File: src/rtl/r30_reverse_stepper.sv
// Rule-30 reverse stepper: walks a final row backwards D steps using a per-step rightmost-cell hint.
// Optional center-column capture is built only when R30_REVERSE_COLUMN_EN is defined.
module r30_reverse_stepper #(
  parameter int N = 128,
  parameter int D = 256
) (
  input  logic         clk,
  input  logic         rst_n,
  input  logic         in_valid,
  output logic         in_ready,
  input  logic [N-1:0] in_state,
  input  logic [D-1:0] in_hint,
  output logic         out_valid,
  input  logic         out_ready,
  output logic [N-1:0] out_seed,
  output logic         out_consistent,
  output logic [7:0]   out_first_bad,
  output logic [D-1:0] out_column
);
  localparam int SW = (D > 1) ? $clog2(D) : 1;

  typedef enum logic [1:0] {IDLE, RUN, DONE} state_t;

  state_t        state;
  logic [N-1:0]  row;
  logic [D-1:0]  hint;
  logic [SW-1:0] step;
  logic          consistent;
  logic [7:0]    first_bad;

  // Ripple from the right edge: the hint pins prev[N-1], each next cell then fixes its left neighbour.
  // Cell 0 has no left neighbour to absorb the residue, so it becomes the consistency check.
  function automatic logic [N:0] reverse_step(input logic [N-1:0] nxt, input logic h);
    logic [N:0] p;
    p      = '0;
    p[N-1] = h;
    for (int i = N - 1; i >= 1; i--)
      p[i-1] = nxt[i] ^ (p[i] | p[i+1]);
    return {nxt[0] != (p[0] | p[1]), p[N-1:0]};
  endfunction

  logic [N:0]   rev;
  logic [N-1:0] prev;
  logic         bad;

  assign rev  = reverse_step(row, hint[step]);
  assign prev = rev[N-1:0];
  assign bad  = rev[N];

  always_ff @(posedge clk or negedge rst_n) begin
    if (!rst_n) begin
      state      <= IDLE;
      in_ready   <= 1'b1;
      out_valid  <= 1'b0;
      row        <= '0;
      hint       <= '0;
      step       <= '0;
      consistent <= 1'b0;
      first_bad  <= '0;
    end else begin
      case (state)
        IDLE: if (in_valid && in_ready) begin
          row        <= in_state;
          hint       <= in_hint;
          step       <= SW'(D - 1);
          consistent <= 1'b1;
          first_bad  <= '0;
          in_ready   <= 1'b0;
          state      <= RUN;
        end
        RUN: begin
          row <= prev;
          if (bad) begin
            consistent <= 1'b0;
            if (consistent) first_bad <= 8'(step);
          end
          if (step == '0) state <= DONE;
          else            step  <= step - 1'b1;
        end
        DONE: begin
          // out_valid rises on the edge after DONE entry, then holds until consumed
          if (!out_valid) out_valid <= 1'b1;
          else if (out_ready) begin
            out_valid <= 1'b0;
            in_ready  <= 1'b1;
            state     <= IDLE;
          end
        end
        default: state <= IDLE;
      endcase
    end
  end

  assign out_seed       = row;
  assign out_consistent = consistent;
  assign out_first_bad  = first_bad;

`ifdef R30_REVERSE_COLUMN_EN
  logic [D-1:0] column;

  always_ff @(posedge clk or negedge rst_n) begin
    if (!rst_n)                                     column       <= '0;
    else if (state == IDLE && in_valid && in_ready) column       <= '0;
    else if (state == RUN)                          column[step] <= prev[N/2];
  end

  assign out_column = column;
`else
  assign out_column = '0;
`endif

endmodule

File: config.mk
export PLATFORM = sky130hd
export DESIGN_NAME = r30_reverse_stepper
export DESIGN_NICKNAME = d
export VERILOG_FILES = /design/src/rtl/r30_reverse_stepper.sv
export SDC_FILE = /design/constraint.sdc
export NUM_CORES = 1
export LEC_CHECK = 0
export CAP_MARGIN = 20
export CORE_AREA = 5 5 305 307
export DETAILED_ROUTE_END_ITERATION = 7
export DIE_AREA = 0 0 310 312
export GPL_TIMING_DRIVEN = 0
export MAX_ROUTING_LAYER = met4
export PLACE_DENSITY = 0.57
export SLEW_MARGIN = 40
export SYNTH_ARGS = -nofsm -noshare
export SYNTH_HDL_FRONTEND = slang
export SYNTH_SLANG_ARGS = --single-unit
File: constraint.sdc
create_clock -name clk -period 27.5 [get_ports clk]
set_input_delay 5.5 -clock clk [delete_from_list [all_inputs] [get_ports clk]]
set_output_delay 5.5 -clock clk [all_outputs]
set_load 0.03 [all_outputs]
==> flow_metrics.py <==
metrics = {
    "setup_path": {
        "r2r_slack_ps": -1190,
        "crit_fanout": 10,
        "cpPeakStageDelay_ps": 600,
        "worstReg2RegStart": "step[0]$_DFFE_PN0P_",
        "worstPathArrival_ps": 29170,
        "worst_setup_path_end_kind": "flip-flop",
        "r2r-end": "out_first_bad[4]$_DFFE_PN0P_",
        "crit_type": "reg2reg",
        "slowest_stage": "mux4_2",
        "start_kind": "flip-flop",
        "cp.required_ps": 27990,
        "crit_top_cell": "or4_4",
        "reg2reg_depth": 102,
    },
    "die": {
        "coreArea_um2": 89700,
        "die_h_um": 312,
        "pin_count": 783,
        "die_w_um": 310,
        "std_cell_rows": 110,
        "die-area_um2": 96700,
        "start_util_pct": 31.5,
    },
    "cells_and_area": {
        "postLayoutCoreUtil_pct": 45.5,
        "fin_nets": 4652,
        "final_common_cell": "nand2_1",
        "multi_input_area_um2": 17700,
        "final_cell_mix": "973 x nand2_1, 525 x clkdlybuf4s50_1, 404 x dfrtp_1",
        "layout-area-overhead-vs-synth_pct": 44.6,
        "nFillCells": 8708,
        "regArea_um2": 10100,
        "stdcell_count": 5501,
        "drive_above_1_share_pct": 21.3,
    },
    "flow_run": {
        "drv_cap": 0,
    },
    "timing": {
        "skew_ps": 43.3,
        "tightestPinTransition_ps": 831,
        "finalHoldViolCount": 0,
        "fmax_mhz": 34.9,
        "rsz0062_at_grt": "true",
        "maxSlewHeadroom_pct": 44.6,
        "setup_viol": 14,
        "finalCriticalPeriod_ps": 28690,
        "maxSlewViolCount": 0,
        "fin_crit_sh_pct": 104,
        "layout_setup_ws_ps": -1190,
    },
    "clock_network": {
        "clockBufferDepth": 3,
        "clk_pin_slew_ps": 60,
        "cts_sinks": 405,
        "cts_tree": "built",
        "cts_hold_buffers": 0,
        "clkLatencyLatePin_ps": 630,
        "clockRootBuffer": "clkbuf_16",
        "cts_inserted_buffers": 50,
        "h-tree-depth": 2,
    },
    "placement": {
        "place_hpwl_um": 82700,
        "dp_slack_ps": -4630,
        "port_buffers": 526,
        "placed_cells": 5268,
        "gp_congestion": 0.913,
    },
    "power": {
        "p_leak_uw": 0.0183,
        "ir_drop_v": 0.0000697,
        "power_density_nw_per_um2": 164,
    },
    "synthesis": {
        "synth_seq_cells": 405,
        "synth_top_area_share_pct": 35.8,
        "synth_simple_gate_area_share_pct": 25.6,
        "yosys.area.top_type": "dfrtp_1",
        "synth-xor-area-share_pct": 3.10,
        "yosysUniqueCellTypes": 103,
        "synthFlopType": "dfrtp_1",
        "avgSynthCellArea_um2": 8.54,
        "async_reset_ff_share_pct": 100,
        "syn-cell-area_um2": 28200,
        "synth_top_family_by_area": "simple AND/OR/NAND/NOR gates",
        "synth_edf_count": 0,
        "synthesis.instances": 3304,
        "synth_compound_area_share_pct": 14.2,
        "yosys_warnings": 0,
        "seq_area_frac_synth_pct": 35.9,
        "muxShareOfSynthArea_pct": 9.87,
        "synth_adder_area_share_pct": 0.133,
        "synthTopCellsByArea": "dfrtp_1 36%, nand2_1 13%, buf_4 6.9%",
    },
    "hold_path": {
        "whs_endpoint": "hint[162]$_DFFE_PN0P_",
        "hold_class": "reg2reg",
        "hold_depth": 2,
        "worstHoldStart": "hint[162]$_DFFE_PN0P_",
    },
    "route": {
        "drt-met1-wl_um": 43700,
        "post_drt_wl_per_cell_um": 19.8,
        "route.met3.wl_um": 8780,
        "viasPerCell": 4.93,
        "totalWireLength_um": 109000,
        "drcViolationCount": 0,
        "top_layer": "met4",
        "first_pass_iters": 6,
        "wl_met2_um": 54500,
        "detail-route-antenna-nets": 0,
        "via_count": 27100,
        "drt_iter0_markers": 1518,
    },
    "global_routing": {
        "grt-ovfl-total": 0,
        "antenna_found_initial": 28,
        "grt_max_degree": 67,
        "grt_pass1_wl_um": 162000,
        "grt_pass1_vias": 26600,
        "grt.total_usage_pct": 22.0,
    },
    "status": {
        "violations": "negative setup slack",
        "status": "complete, but fails checks",
    },
}
==> how the worst max path moves through the flow <==
stage	startpoint	to	slack [ps]	cells past startpoint
after floorplan	step[0]$_DFFE_PN0P_	out_first_bad[2]$_DFFE_PN0P_	20	101
after global routing	step[0]$_DFFE_PN0P_	out_first_bad[6]$_DFFE_PN0P_	-2060	111
after global placement	step[1]$_DFFE_PN0P_	out_first_bad[2]$_DFFE_PN0P_	-5150	107
final	step[0]$_DFFE_PN0P_	out_first_bad[4]$_DFFE_PN0P_	-1190	102
after detailed placement	step[0]$_DFFE_PN0P_	out_first_bad[2]$_DFFE_PN0P_	-4630	107
after CTS	step[0]$_DFFE_PN0P_	out_first_bad[4]$_DFFE_PN0P_	-870	104
==> final cells by class <==
cell class	count	share of cell area (%)
inverter	65	0.598
antenna	29	0.178
multi-input combinational	2584	43.3
clock inverter	10	0.340
tap	1176	3.60
timing repair buffer	666	16.1
clock buffer	77	3.66
sequential	405	24.8
buffer	489	7.43
==> sequential cells by signal, indices dropped and copies added (netlist names) <==
| register | cells |
|---|---|
| hint | 256 |
| state | 2 |
| out_first_bad | 8 |
| out_valid | 1 |
| in_ready | 1 |
| step | 8 |
| out_seed | 128 |
| out_consistent | 1 |
==> worst max-delay path: cells and delay by family, from the launching register on <==
| kind | cells | cell delay [ps] |
|---|---|---|
| xor gates and xnor gates | 1 | 150 |
| AOI/OAI and AO/OA | 28 | 8140 |
| and+or+nand+nor | 42 | 11940 |
| DFF | 1 | 360 |
| adders and majority gates | 1 | 220 |
| muxes | 15 | 5220 |
| buffers and inverters | 15 | 2440 |
==> synthesized netlist by cell type, types with 8 or more instances <==
cell type	n
a2111o_1	9
a2111oi_0	9
a211oi_1	38
a21oi_1	32
a22o_1	11
a22oi_1	133
a31oi_1	28
and2_1	17
and3_1	31
and3b_1	11
and4_1	15
and4b_1	16
buf_1	13
buf_2	13
buf_4	258
clkbuf_1	217
dfrtp_1	404
inv_1	63
mux2_2	29
mux2i_1	50
mux4_2	85
nand2_1	978
nand2b_1	11
nand3_1	69
nand3b_1	27
nand4_1	24
nand4b_1	15
nor2_1	89
nor2b_1	57
nor3_1	33
nor4_1	30
o2111ai_1	8
o21ai_0	127
o221a_2	12
o31ai_1	26
or2_1	9
or3_1	13
or4_4	11
xnor2_1	64
xor2_1	34
==> timing repair <==
item / 4_1_cts / 5_1_grt
buffers inserted: 102 / 28
resized for setup: 250 / 92
gates cloned: 3 / 1
pin swaps: 100 / 57
endpoints found under the setup margin: 29 / 20
==> layer usage <==
layer | track usage [%] | vias up
met5 | - | -
met4 | 3.94 | 0
met3 | 6.08 | 121
met2 | 37.8 | 803
met1 | 26.3 | 13100
li1 | - | 13000
==> power by group <==
part | switching [uW] | internal, uW
registers | 190 | 874
logic | 2700 | 2280
clock network | 286 | 383
==> stage by stage <==
step / setup TNS, ps / total power, uW / hold WS, ps / instance area, um^2
floorplan: 0 / 3890 / 440 / 29400
global placement: -100410 / 4900 / 453 / 36100
detailed placement: -84900 / 4930 / 457 / 36400
CTS: -8090 / 6430 / 471 / 40100
global route: -26260 / 7180 / 488 / 40800
finish: -12360 / 6710 / 468 / 40800
==> kinds of logic (layout without fill, tap and decap cells) <==
family / count (synthesis) / in the layout
other: 1 / 285
adder cells (fa/ha/maj): 3 / 3
flip-flops: 405 / 405
XOR/XNOR: 99 / 99
AO/OA/AOI/OAI: 544 / 544
multiplexers: 168 / 168
AND/OR/NAND/NOR: 1514 / 1514
buffers and inverters: 570 / 1307
Note: power is estimated with default switching activity, not from simulation.
